File: src/rtl/ram_march_bist_pkg.sv
`default_nettype none
// ============================================================================
//  Module      : ram_march_bist_pkg
//  Description : Shared types, March C- element tables and background
//                constants for the RAM March BIST controller.
//  Revision    : 1.0 - initial release
// ============================================================================
package ram_march_bist_pkg;

    // Controller states. STEP is kept as a named state so the address/element
    // advance has a name in the encoding, but the advance itself is folded
    // into the last cycle of each address and costs no cycle of its own.
    typedef enum logic [2:0] {
        ST_IDLE  = 3'd0,
        ST_WRITE = 3'd1,
        ST_READ  = 3'd2,
        ST_STEP  = 3'd3,
        ST_DONE  = 3'd4
    } state_t;

    // March element indices
    localparam logic [2:0] M0 = 3'd0;
    localparam logic [2:0] M1 = 3'd1;
    localparam logic [2:0] M2 = 3'd2;
    localparam logic [2:0] M3 = 3'd3;
    localparam logic [2:0] M4 = 3'd4;
    localparam logic [2:0] M5 = 3'd5;

    // Background selectors; expanded to DATA_W bits by the user
    localparam logic BG_ZERO = 1'b0;
    localparam logic BG_ONE  = 1'b1;

    // Per-element tables, bit i describes element Mi:
    //   M0 up(w0) M1 up(r0,w1) M2 up(r1,w0) M3 down(r0,w1) M4 down(r1,w0) M5 up(r0)
    localparam logic [5:0] ELEM_UP        = 6'b100111;
    localparam logic [5:0] ELEM_HAS_READ  = 6'b111110;
    localparam logic [5:0] ELEM_READ_BG   = 6'b010100;
    localparam logic [5:0] ELEM_HAS_WRITE = 6'b011111;
    localparam logic [5:0] ELEM_WRITE_BG  = 6'b001010;

    function automatic logic elem_is_up(input logic [2:0] e);
        return ELEM_UP[e];
    endfunction

    function automatic logic elem_has_read(input logic [2:0] e);
        return ELEM_HAS_READ[e];
    endfunction

    function automatic logic elem_has_write(input logic [2:0] e);
        return ELEM_HAS_WRITE[e];
    endfunction

    function automatic logic elem_read_bg(input logic [2:0] e);
        return ELEM_READ_BG[e];
    endfunction

    function automatic logic elem_write_bg(input logic [2:0] e);
        return ELEM_WRITE_BG[e];
    endfunction

    // First operation performed at each address of an element
    function automatic state_t elem_first_state(input logic [2:0] e);
        return elem_has_read(e) ? ST_READ : ST_WRITE;
    endfunction

endpackage
`default_nettype wire

File: src/rtl/ram_march_bist_addr_gen.sv
`default_nettype none
// ============================================================================
//  Module      : ram_march_addr_gen
//  Description : Up/down address counter for the March BIST. Load selects the
//                direction and starts at the first address of that direction;
//                enable steps one address; last flags the terminal address.
//  Revision    : 1.0 - initial release
// ============================================================================
module ram_march_addr_gen
    import ram_march_bist_pkg::*;
#(
    parameter int ADDR_W = 6
) (
    input  logic              clk,
    input  logic              rst,
    input  logic              load,
    input  logic              load_up,
    input  logic              en,
    output logic [ADDR_W-1:0] addr,
    output logic              last
);

    localparam logic [ADDR_W-1:0] ADDR_INC = 1;

    logic [ADDR_W-1:0] addr_q, addr_d;
    logic              up_q, up_d;

    // Next address: load wins over enable; no wrap, the caller stops at last
    always_comb begin
        addr_d = addr_q;
        up_d   = up_q;
        if (load) begin
            up_d   = load_up;
            addr_d = load_up ? '0 : '1;
        end else if (en) begin
            addr_d = up_q ? (addr_q + ADDR_INC) : (addr_q - ADDR_INC);
        end
    end

    // Counter and direction registers
    always_ff @(posedge clk or posedge rst) begin
        if (rst) begin
            addr_q <= '0;
            up_q   <= 1'b1;
        end else begin
            addr_q <= addr_d;
            up_q   <= up_d;
        end
    end

    // Terminal address depends only on the latched direction, never on load
    assign last = up_q ? (addr_q == '1) : (addr_q == '0);
    assign addr = addr_q;

endmodule
`default_nettype wire

File: src/rtl/ram_march_bist.sv
`default_nettype none
// ============================================================================
//  Module      : ram_march_bist
//  Description : March C- BIST controller for a single-port RAM. Drives the
//                RAM through registered data/address/write-enable, checks the
//                read data and reports pass/fail with first-failure capture.
//  Revision    : 1.0 - initial release
// ============================================================================
module ram_march_bist
    import ram_march_bist_pkg::*;
#(
    parameter int ADDR_W       = 6,
    parameter int DATA_W       = 8,
    parameter int RD_LAT       = 1,
    parameter int STOP_ON_FAIL = 1
) (
    input  logic              clk,
    input  logic              rst,
    input  logic              start,
    output logic              busy,
    output logic              done,
    output logic              fail,
    output logic [7:0]        fail_count,
    output logic [2:0]        fail_elem,
    output logic [ADDR_W-1:0] fail_addr,
    output logic [DATA_W-1:0] fail_data,
    output logic [DATA_W-1:0] mem_data,
    output logic [ADDR_W-1:0] mem_addr,
    output logic              mem_write_enable,
    input  logic [DATA_W-1:0] mem_read
);

    // Index of the READ cycle on which mem_read is valid and compared
    localparam logic [1:0] LAT_LAST = 2'(RD_LAT);
    localparam logic       HALT     = (STOP_ON_FAIL != 0);

    state_t            state_q, state_d;
    logic [2:0]        elem_q, elem_d;
    logic [1:0]        lat_q, lat_d;
    logic              busy_q, busy_d;
    logic              done_q, done_d;
    logic              fail_q, fail_d;
    logic [7:0]        fail_count_q, fail_count_d;
    logic [2:0]        fail_elem_q, fail_elem_d;
    logic [ADDR_W-1:0] fail_addr_q, fail_addr_d;
    logic [DATA_W-1:0] fail_data_q, fail_data_d;
    logic [DATA_W-1:0] mem_data_q, mem_data_d;
    logic              mem_we_q, mem_we_d;

    logic              ag_load;
    logic              ag_load_up;
    logic              ag_en;
    logic [ADDR_W-1:0] ag_addr;
    logic              ag_last;
    logic              step;
    logic              miscompare;
    logic [DATA_W-1:0] expect_data;

    ram_march_addr_gen #(
        .ADDR_W (ADDR_W)
    ) u_addr_gen (
        .clk     (clk),
        .rst     (rst),
        .load    (ag_load),
        .load_up (ag_load_up),
        .en      (ag_en),
        .addr    (ag_addr),
        .last    (ag_last)
    );

    // Next-state, result capture and registered RAM-interface decode
    always_comb begin
        state_d      = state_q;
        elem_d       = elem_q;
        lat_d        = lat_q;
        busy_d       = busy_q;
        done_d       = done_q;
        fail_d       = fail_q;
        fail_count_d = fail_count_q;
        fail_elem_d  = fail_elem_q;
        fail_addr_d  = fail_addr_q;
        fail_data_d  = fail_data_q;
        mem_data_d   = mem_data_q;
        mem_we_d     = 1'b0;
        ag_load      = 1'b0;
        ag_en        = 1'b0;
        step         = 1'b0;
        miscompare   = 1'b0;
        expect_data  = {DATA_W{elem_read_bg(elem_q)}};

        unique case (state_q)
            ST_IDLE, ST_DONE: begin
                if (start) begin
                    state_d      = elem_first_state(M0);
                    elem_d       = M0;
                    lat_d        = 2'd0;
                    ag_load      = 1'b1;
                    busy_d       = 1'b1;
                    done_d       = 1'b0;
                    fail_d       = 1'b0;
                    fail_count_d = 8'd0;
                    fail_elem_d  = 3'd0;
                    fail_addr_d  = '0;
                    fail_data_d  = '0;
                end
            end
            ST_WRITE: begin
                // A write is always the last operation at an address
                step = 1'b1;
            end
            ST_READ: begin
                if (lat_q != LAT_LAST) begin
                    lat_d = lat_q + 2'd1;
                end else begin
                    lat_d = 2'd0;
                    if (mem_read != expect_data) begin
                        miscompare = 1'b1;
                        if (fail_count_q != 8'hFF) begin
                            fail_count_d = fail_count_q + 8'd1;
                        end
                        if (!fail_q) begin
                            fail_d      = 1'b1;
                            fail_elem_d = elem_q;
                            fail_addr_d = ag_addr;
                            fail_data_d = mem_read;
                        end
                    end
                    if (miscompare && HALT) begin
                        state_d = ST_DONE;
                        busy_d  = 1'b0;
                        done_d  = 1'b1;
                    end else if (elem_has_write(elem_q)) begin
                        state_d = ST_WRITE;
                    end else begin
                        step = 1'b1;
                    end
                end
            end
            default: begin
                state_d = ST_IDLE;
            end
        endcase

        // Folded STEP: next address, next element, or end of test
        if (step) begin
            if (!ag_last) begin
                ag_en   = 1'b1;
                state_d = elem_first_state(elem_q);
            end else if (elem_q == M5) begin
                state_d = ST_DONE;
                busy_d  = 1'b0;
                done_d  = 1'b1;
            end else begin
                elem_d  = elem_q + 3'd1;
                ag_load = 1'b1;
                state_d = elem_first_state(elem_d);
            end
        end

        ag_load_up = elem_is_up(elem_d);

        // RAM outputs are registered, so they follow the state being entered
        mem_we_d = (state_d == ST_WRITE);
        if (state_d == ST_WRITE) begin
            mem_data_d = {DATA_W{elem_write_bg(elem_d)}};
        end
    end

    // Controller state and result registers
    always_ff @(posedge clk or posedge rst) begin
        if (rst) begin
            state_q      <= ST_IDLE;
            elem_q       <= M0;
            lat_q        <= 2'd0;
            busy_q       <= 1'b0;
            done_q       <= 1'b0;
            fail_q       <= 1'b0;
            fail_count_q <= 8'd0;
            fail_elem_q  <= 3'd0;
            fail_addr_q  <= '0;
            fail_data_q  <= '0;
            mem_data_q   <= '0;
            mem_we_q     <= 1'b0;
        end else begin
            state_q      <= state_d;
            elem_q       <= elem_d;
            lat_q        <= lat_d;
            busy_q       <= busy_d;
            done_q       <= done_d;
            fail_q       <= fail_d;
            fail_count_q <= fail_count_d;
            fail_elem_q  <= fail_elem_d;
            fail_addr_q  <= fail_addr_d;
            fail_data_q  <= fail_data_d;
            mem_data_q   <= mem_data_d;
            mem_we_q     <= mem_we_d;
        end
    end

    assign busy             = busy_q;
    assign done             = done_q;
    assign fail             = fail_q;
    assign fail_count       = fail_count_q;
    assign fail_elem        = fail_elem_q;
    assign fail_addr        = fail_addr_q;
    assign fail_data        = fail_data_q;
    assign mem_data         = mem_data_q;
    assign mem_addr         = ag_addr;
    assign mem_write_enable = mem_we_q;

endmodule
`default_nettype wire

File: config.mk
export PLATFORM = sky130hd
export DESIGN_NAME = ram_march_bist
export DESIGN_NICKNAME = d
export VERILOG_FILES = /design/src/rtl/ram_march_bist_pkg.sv /design/src/rtl/ram_march_bist_addr_gen.sv /design/src/rtl/ram_march_bist.sv
export SDC_FILE = /design/constraint.sdc
export NUM_CORES = 1
export LEC_CHECK = 0
export ABC_CLOCK_PERIOD_IN_PS = 3800
export CORE_ASPECT_RATIO = 0.75
export CORE_MARGIN = 1.5
export CORE_UTILIZATION = 40
export DETAILED_ROUTE_END_ITERATION = 16
export GPL_ROUTABILITY_DRIVEN = 0
export PLACE_DENSITY = 0.74
export SLEW_MARGIN = 25
export SYNTH_ARGS = -nofsm -noshare
export SYNTH_HDL_FRONTEND = slang
export SYNTH_SLANG_ARGS = --single-unit
export TNS_END_PERCENT = 1
File: constraint.sdc
create_clock -name clk -period 3.8 [get_ports clk]
set_input_delay 0.38 -clock clk [delete_from_list [all_inputs] [get_ports clk]]
set_output_delay 0.38 -clock clk [all_outputs]
set_load 0.01 [all_outputs]
Yosys cells after proc, flatten, opt, wreduce, memory -nomap -nowiden
Memory sizes are Yosys's and may differ from the RTL's. A register that Yosys moved wholly into a read port is not among the register bits.
Cells that the tools add are included.
{ "totals": {"ff_bits": 44, "rom_bits": 48, "inputBits": 11, "out_inout_bits": 43, "wordCells": 129, "n_memories": 6} }
{ "op_classes": {"n_addsub": 5, "n_lt_le_gt_ge": 3, "eq_ne": 14, "n_mux": 79, "reduce_logical": 9} }
{ "memory_table": {"columns": ["memory", "words", "width", "rd", "rd_ports_with_merged_regs", "write_ports", "line_no", "source"], "rows": [
  ["(name not given)", 8, 1, 1, 1, 0, "ram_march_bist_pkg.sv:58", "return ELEM_WRITE_BG[e];"],
  ["(name not given)", 8, 1, 1, 0, 0, "ram_march_bist_pkg.sv:42", "return ELEM_UP[e];"],
  ["(name not given)", 8, 1, 1, 0, 0, "ram_march_bist_pkg.sv:46", "return ELEM_HAS_READ[e];"],
  ["(name not given)", 8, 1, 1, 0, 0, "ram_march_bist_pkg.sv:46", null],
  ["(name not given)", 8, 1, 1, 0, 0, "ram_march_bist_pkg.sv:50", "return ELEM_HAS_WRITE[e];"],
  ["(name not given)", 8, 1, 1, 0, 0, "ram_march_bist_pkg.sv:54", "return ELEM_READ_BG[e];"]
]} }
{ "op_table": {"columns": ["operator", "n"], "rows": [
  ["two-way mux 8 bit", 7],
  ["two-way mux 3 bit", 16],
  ["two-way mux 6 bit", 8],
  ["two-way mux 1 bit", 34],
  ["case mux 8 bit (2 select lines)", 2],
  ["less-than comparator 3 x 4 -> 1 bit (second input constant)", 3],
  ["case mux 6 bit (2 select lines)", 1],
  ["!= test 2 bit (second input constant)", 5],
  ["AND reduction 5 bit", 2],
  ["case mux 3 bit (3 select lines)", 1],
  ["adder 8 x 1 -> 8 bit (second input constant)", 1],
  ["two-way mux 2 bit", 4],
  ["!= test 8 bit", 1],
  ["!= test 8 bit (second input constant)", 1],
  ["case mux 1 bit (2 select lines)", 4],
  ["adder 6 x 1 -> 6 bit (second input constant)", 1],
  ["== test 3 x 1 -> 1 bit (second input constant)", 2],
  ["== test 3 bit (second input constant)", 2],
  ["== test 6 bit (second input constant)", 1],
  ["logical NOT 6 bit", 1],
  ["case mux 3 bit (2 select lines)", 1],
  ["subtractor 6 x 1 -> 6 bit (second input constant)", 1],
  ["case mux 2 bit (2 select lines)", 1],
  ["AND reduction 4 bit", 1],
  ["8 further kinds", 9]
]} }

Longest topological paths before layout
{ "depth": {"word_depth": 14, "mapped_depth": 9, "mapped_depth_nobuf": 8} }

Cells and area by module
From an unflattened synthesis, not the netlist that was laid out.
{ "unflattened": {"cells_unflattened": 283, "area_unflattened_um2": 2648.8} }
{ "by_module_without_submodules": {"columns": ["mod", "instances", "cells_per_inst", "area_per_inst_um2", "seq_area_each_um2"], "rows": [
  ["ram_march_bist", 1, 224, 2107.0, 950.9],
  ["ram_march_addr_gen", 1, 59, 541.8, 176.4]
]} }

Worst setup path before layout
OpenSTA, ideal clock, no wires.
{ "synth_timing": {"kind": "flip-flop to flip-flop", "startpoint": "register elem_q[0]", "endpoint": "register mem_data[0] (netlist name)", "setup_ns": 0.125, "arrival_ns": 2.061, "t_required_ns": 3.675, "path_slack_ns": 1.614, "path_stages_with_launch": 9, "path_buffers": 0, "period_less_slack_ns": 2.186, "cell_sequence": "dfrtp_1 inv_1 ha_1 nor2_1 or4_4 a211o_1 a21oi_1 o22ai_1 mux2_2"} }
{ "synth_between": {"word_cells_on_any_way": 33, "cone_classes": "add/sub (1); eq/ne (3); mux (25); memory (4)"} }
{ "synth_rtl": {"columns": ["element", "line_no", "source"], "rows": [
  ["start: declaration", "ram_march_bist.sv:38", "logic [2:0] elem_q, elem_d;"],
  ["start signal: assignment", "ram_march_bist.sv:186", "elem_q <= elem_d;"],
  ["memory read (8 x 1 bit)", null, null],
  ["two-way mux 1 bit (not written as such)", "ram_march_bist_pkg.sv:54", null],
  ["!= test 8 bit", "ram_march_bist.sv:116", "if (mem_read != expect_data) begin"],
  ["two-way mux 1 bit", "ram_march_bist.sv:116", null],
  ["two-way mux 1 bit", "ram_march_bist.sv:112", "if (lat_q != LAT_LAST) begin"],
  ["two-way mux 1 bit", "ram_march_bist.sv:91", "unique case (state_q)"],
  ["two-way mux 1 bit", "ram_march_bist.sv:128", "if (miscompare && HALT) begin"],
  ["two-way mux 1 bit", "ram_march_bist.sv:112", null],
  ["case mux 1 bit (2 select lines)", "ram_march_bist.sv:91", null],
  ["two-way mux 3 bit *", "ram_march_bist.sv:145", "if (step) begin"],
  ["via elem_d[0]", "ram_march_bist.sv:38", null]
]} }
Mark *: on every way through the listed nets, which the timed path passes. The rest lies on a longest branch. The select of a mux whose other input is x is not followed.
A chain may end at the register's enable or synchronous reset.

Worst setup path after layout
{ "layout_timing": {"startpoint": "register elem_q[0]", "endpoint": "register fail_data_q[5] (netlist: fail_data[5])"} }
{ "layout_between": {"elab_chain_len": 5} }
{ "layout_lines": {"columns": ["element", "line_no", "source"], "rows": [
  ["memory read (8 x 1 bit)", null, null],
  ["two-way mux 1 bit (not written as such)", "ram_march_bist_pkg.sv:54", null],
  ["!= test 8 bit", "ram_march_bist.sv:116", null],
  ["!= test 2 bit (no line)", null, null],
  ["AND reduction 5 bit (no line)", null, null],
  ["end signal: assignment", "ram_march_bist.sv:194", "fail_data_q <= fail_data_d;"],
  ["end: declaration", "ram_march_bist.sv:46", "logic [DATA_W-1:0] fail_data_q, fail_data_d;"]
]} }
No other way between the ends. The select of a mux whose other input is x is not followed.

==> results by group <==
Status
  – Status: completed

Critical path
  – Crit path capture type: flop
  – CP required: a little under 4 ns
  – Crit-path max cell delay: between 0.6 and 0.7 ns
  – Crit start category: flop
  – WP buf/inv: 1
  – Slowest-stage cell, CP: o21a_1
  – Crit Path Max Fanout: 30
  – Crit path cell chain: inv_1, ha_1, nor2_1, or4_4, nand3_4, o21a_1, o21ai_0
  – Worst setup path class: flop to flop
  – Delay-heaviest family, CP: compound AO/OA/AOI/OAI gates
  – Arr. time, crit path: approximately 2.8 ns

Pwr
  – Tot Pwr: between 0.001 and 0.0015 W
  – Clk pwr share: between 20 and 25%
  – Int Power: about 0.00090 W
  – Flop pwr share: around 45%
  – Comb pwr share: approximately a third
  – Psw: a little under 0.0005 W
  – Peak VDD IR: roughly 0.00035 V
  – Leak: roughly 1.3 nW
  – Sw Ratio: 34.9%
  – PwrDens: 431 nW/um2

STA
  – Setup Viol. Count Final: 0
  – Worst-Margin Slew: around 0.84 ns
  – Final Cycle Share: a little over two thirds
  – RSZ-0062 raised after global routing: no
  – Minimum clock period: around 2.7 ns
  – Fin Clk Skew: slightly above 0.003 ns
  – Post-route setup TNS: 0 ns
  – Relative slew margins: about 44%
  – Final Hold Fails: 0
  – Max Slew Vio Count: 0
  – Fmax: about 370 MHz

Route
  – Vias per inst: ~5.4
  – Vias: between 2000 and 2500
  – DR WL/cell: between 10 and 15 um
  – Drt first pass iters: 4
  – Remaining antenna violation count after routing: 0
  – DRC: 0
  – Final WL: ~5700 um
  – Initial drt markers: 88

Finish
  – Filler instances: 585
  – N_diodes: 0
  – Layout Utilization: 51.3%
  – Non-filler instance count after layout: just over 400
  – Design area: 3210 um2
  – Layout cells sized above 1: roughly 7.5%
  – Area grow syn2layout: 24.4%
  – Final Net Count: around 340

Floorplanning
  – DIE HEIGHT: 72.6 um
  – Initial Util: 41.2%
  – Row count: 25
  – Die width: between 90 and 100 um
  – Core area: 6260 um2
  – # IOs: 54
  – Area of the die: between 6000 and 7000 um2

Place
  – Port buffer count: between 50 and 60
  – Post-Place Cell Area: 3120 um2
  – Placed cells: a little under 400
  – HPWL Detailed: between 4000 and 5000 um

Global routing
  – Vias in the first global route: 2046
  – First-pass GRT wire length: 9590 um
  – Pin count of the biggest net entering global routing: between 40 and 50
  – Initial antenna violation count: 0
  – Gr ovfl total: 0
  – GRT Util Overall: between 10% and 20%

Logic synthesis
  – Post-synthesis mux area share: less than 1%
  – Largest family of logic cells by synthesized area: simple AND/OR/NAND/NOR gates
  – Area share of the largest cell type after synthesis: around 43%
  – Seq/Total Area, Yosys: 43.7%
  – Post-synth EDFFs: 0
  – Synth area leader: dfrtp_1
  – Adder-cell share of the synthesized area: under 10%
  – XOR/XNOR Fraction of Synth Area: under 10%
  – Post-Syn Area: 2580 um2
  – Post-synthesis net count: roughly 300
  – Commonest cells in the netlist: nand2_1, dfrtp_1, o21ai_0
  – Fraction of registers with async set/reset: 100%
  – Synth top area cells: dfrtp_1, nand2_1, ha_1
  – Complex-gate fraction of the synthesized area: a little over a fifth
  – Main synth FF type: dfrtp_1
  – YS warnings: 0
  – Distinct cells, synth: 56
  – Most common cell in the netlist: nand2_1
  – Register bit total from synthesis: 45
  – Avg Cell Area, Syn: 9.35 um2
  – Synth Area in Simple Gates: 21.3%
  – Gate Count Post-Synth: between 200 and 300

Clock tree
  – Clock transition at path regs: about 0.080 ns
  – Setup Buffers After CTS: 0
  – Inserted Clock Buffers: 5
  – CTS tree: yes
  – CTS root buf: clkbuf_8
  – Post_cts resized: 0
  – Hold_buf cts: 0
  – Clk_lat worst skew: between 0.2 and 0.3 ns
  – Clock Path Buffers: 2
  – Clock net sink count: 45
  – H-Tree Depth: 2

Worst hold path
  – Worst min-delay path category: flop to flop

Flow run
  – Max-cap viol count: 0
-- metal layers --
layer,global-route usage (%),vias to the layer above,wire [um]
li1,-,1087,-
met1,26.7,1027,2940
met2,24.6,66,2400
met3,3.98,7,315
met4,4.41,0,57
met5,0,-,0
-- final cells by class --
type	count	area (um2)	area share, %
Clock buffer	7	86.3	2.69
Tap cell	81	101	3.16
Timing Repair Buffer	55	546	17.0
Inverter	9	33.8	1.05
Sequential cell	45	1130	35.1
Multi-Input combinational cell	206	1320	41.0
-- worst reg2reg max path, delay by kind of cell, from the launching register on --
family / cells / cell delay (ns)
buffers and inverters: 1 / 0.18
AOI/OAI and AO/OA: 2 / 0.92
DFF: 1 / 0.49
and+or+nand+nor: 3 / 0.77
adders and majority gates: 1 / 0.16
-- cells by family after synthesis --
logic type | Yosys count
simple gates | 106
buf+inv | 25
xor+xnor | 7
compound gates | 81
mux | 1
fa+ha+maj | 11
flops | 45
-- through the flow --
| step | setup slack (ns) | hold WS (ns) |
|---|---|---|
| 2_1_floorplan | 1.61 | 0.444 |
| 6_report | 1.13 | 0.482 |
| 4_1_cts | 1.12 | 0.487 |
| 3_5_place_dp | 0.822 | 0.465 |
| 3_3_place_gp | 0.966 | 0.461 |
| 5_1_grt | 0.855 | 0.508 |
-- path summary, 6_finish.rpt --
kind                            slack (ns)  depth (start not counted)           end      start
worst max-delay path                  1.13                          7  fail_data[5]  elem_q[0]
worst min-delay path                  0.48                          2          done       done
worst max register to register        1.13                          7  fail_data[5]  elem_q[0]
worst min register to register        0.48                          2          done       done
max in group asynchronous             2.88                          3    state_q[1]        rst
min in group asynchronous             0.53                          3  fail_data[7]        rst
-- power by group through the flow --
stage	clock network (W)	logic, W	registers [W]
floorplan	0	0.000313	0.000620
global placement	0	0.000454	0.000628
detailed placement	0	0.000461	0.000629
CTS	0.000307	0.000464	0.000621
global route	0.000325	0.000514	0.000632
finish	0.000297	0.000465	0.000621
-- registers in the layout, indices dropped and copies added, names as in the netlist --
name and flops:
busy 1, done 1, elem_q 3, fail 1
fail_addr 6, fail_count 8, fail_data 8, fail_elem 3
lat_q 2, mem_data 1, mem_write_enable 1, state_q 3
u_addr_gen.addr 6, u_addr_gen.up_q 1
-- placed cells by master (no fill, tap or decap), types with 2 or more instances in the layout --
cell             netlist  routed
a21boi_2               2       2
a21o_1                 3       3
a21oi_1               18      18
and2_4                 2       2
buf_4                  7       2
clkbuf_8               0       6
clkdlybuf4s50_1        0      53
dfrtp_1               44      44
ha_1                  10      10
inv_1                  9       8
nand2_1               50      50
nand2b_1               2       2
nand3_1                8       8
nand3b_1               2       2
nand4_1                4       4
nor2_1                14      14
nor2b_1                2       2
nor3_1                 5       5
nor4_1                 2       2
o211ai_1               8       8
o211ai_2               2       2
o21a_1                 2       2
o21ai_0               21      21
o21ai_1                2       2
o22a_1                 3       3
o22ai_1                2       2
o31ai_1                6       6
or4_1                  5       5
xnor2_1                5       5
xor2_1                 2       2
Power figures use the tool's default switching activity.
==> edit: new RTL, config.mk and constraints unchanged <==
`ADDR_W` is set to 6 in 2 places; all go to 5.
--- a/src/rtl/ram_march_bist_addr_gen.sv
+++ b/src/rtl/ram_march_bist_addr_gen.sv
@@ -11,3 +11,3 @@
 #(
-    parameter int ADDR_W = 6
+    parameter int ADDR_W = 5
 ) (
--- a/src/rtl/ram_march_bist.sv
+++ b/src/rtl/ram_march_bist.sv
@@ -11,3 +11,3 @@
 #(
-    parameter int ADDR_W       = 6,
+    parameter int ADDR_W       = 5,
     parameter int DATA_W       = 8,
Ports: changed (resized fail_addr and mem_addr); port bits go from 54 to 52. No check against the original RTL was run, so the function may have changed too.
==> edit against the unedited design <==
- cell area decreased by 0.39%
- core utilization grew 2.5 points
- combinational power is 25% higher
- count of clock-buffer cells in the layout down 2
- wire length rose by 6.4%
- critical endpoint is now fail_addr[3]$_DFFE_PP0P_
- first-iteration DRC count grew 92%
- synthesized area fell by 2.7%
- sequential power hardly changed
- critical path type unchanged
- largest cell class unchanged
- total power is 18% higher
- worst setup slack improved by 200 ps
- sequential cell count decreased by 2
==> edit: results (changes against the unedited design) <==
- The proportion of cell area occupied by multi-input gates is 41.0% (+0.043 points).
- The final routed wirelength across all metal layers is 6080 um (+6.4%).
- The worst path arrival time is 2650 ps (-160 ps).
- The layout inverter count without the clock tree is 11 (+2).
- The area share of the largest cell type after synthesis is 41.9% (-0.82 points).
- The amount of wire on met3 after detailed routing is 424 um (+35%).
- The remaining max-slew budget at the tightest pin is 33.5% (-10 points).
- The flow ran to the end, and the final reports show no timing, DRC or antenna violations.
- The multiplexer share of the synthesized area is 2.94% (+2.5 points).
- The post-route met1 wirelength was 2900 um (-1.2%).
- The leakage power total came to 1.38 nW (+7.8%).
- The met1 layer usage reported by global route came to 27.1% (+0.37 points).
- The register area is 0.00108 mm^2 (-4.4%).
- The instance count after placement with tap cells included is 379 (-4.3%).
- The fraction of met3 tracks used by global routing is 4.46% (+0.48 points).
- The number of distinct standard cells referenced by the synthesized netlist is 59 (+5.4%).
- The maximum cell stage delay along the critical path is 640 ps (-50 ps).
- The net count of the finished layout is 329 (-4.4%).
- By area the synthesized netlist is led by sky130_fd_sc_hd__dfrtp_1 (42%), sky130_fd_sc_hd__nand2_1 (7.8%), sky130_fd_sc_hd__ha_1 (4.5%).
- The startpoint identified for the worst hold timing path is busy$_DFF_PP0_.
- The post-synthesis net count is 284 (-4.7%).
- The met2 demand-to-capacity share in global routing was 27.6% (+2.9 points).
- The first-pass GRT wire length came to 9720 um (+1.3%).
- The synthesized area divided by synthesized cell count was 9.55 um^2 (+2.1%).
- By count the netlist is led by sky130_fd_sc_hd__nand2_1 (52), sky130_fd_sc_hd__dfrtp_1 (42), sky130_fd_sc_hd__o21ai_0 (19).
- The slowest stage of the critical path is the sky130_fd_sc_hd__nor4_4 cell.
- The minimum setup slack after placement was 1340 ps (+514 ps).
- The sequential cell area fraction in the yosys report is 42.9% (-0.80 points).
- The number of buffers outside the clock class in the layout came to 54 (-1.8%).
- The via count of the first global-routing pass came to 1953 (-4.5%).
- The relative area of non-clock buffer cells in the final design was 16.7% (-0.32 points).
- The initial detailed-routing violation count is 169 (+92%).
- The count of buffers inserted at the top-level ports came to 51 (-3.8%).
- The final instance area came to 0.00320 mm^2 (-0.39%).
- The maximum ir drop on the vdd rail is 0.000190 V (-47%).
- The portion of the layout cell area used by clock cells is 4.27% (+1.6 points).
- The non-filler instance count after layout came to 387 (-4.0%).
- The maximum number of pins on one net before global-route repair was 29 (-37%).
- The cell area after placement is 0.00306 mm^2 (-2.0%).
- The layout cell share with drive strength beyond 1 was 9.39% (+1.9 points).
- The compound-cell area share of the yosys netlist is 19.2% (-2.0 points).
edit: worst paths after layout:
kind | slack (ps) | cells past startpoint | endpoint
max | 1330 | 7 | fail_addr[3]$_DFFE_PP0P_
min | 500 | 1 | busy$_DFF_PP0_
max reg2reg | 1330 | 7 | fail_addr[3]$_DFFE_PP0P_
min reg2reg | 500 | 1 | busy$_DFF_PP0_
max in group asynchronous | 2480 | 3 | u_addr_gen.up_q$_DFFE_PP1P_
min in group asynchronous | 560 | 2 | fail_data[5]$_DFFE_PP0P_
edit: metrics by stage:
step	utilization [%]	power, mW
global route	53.8	1.72
floorplan	-	0.997
global placement	51.5	1.20
detailed placement	51.5	1.21
CTS	53.8	1.64
finish	53.8	1.63
edit: power breakdown:
part / internal (mW) / leakage [nW] / total [mW] / switching [mW]
Clock: 0.262 / 0.0644 / 0.426 / 0.164
Combinational: 0.296 / 0.742 / 0.580 / 0.284
Sequential: 0.517 / 0.576 / 0.623 / 0.106
Total: 1.08 / 1.38 / 1.63 / 0.554
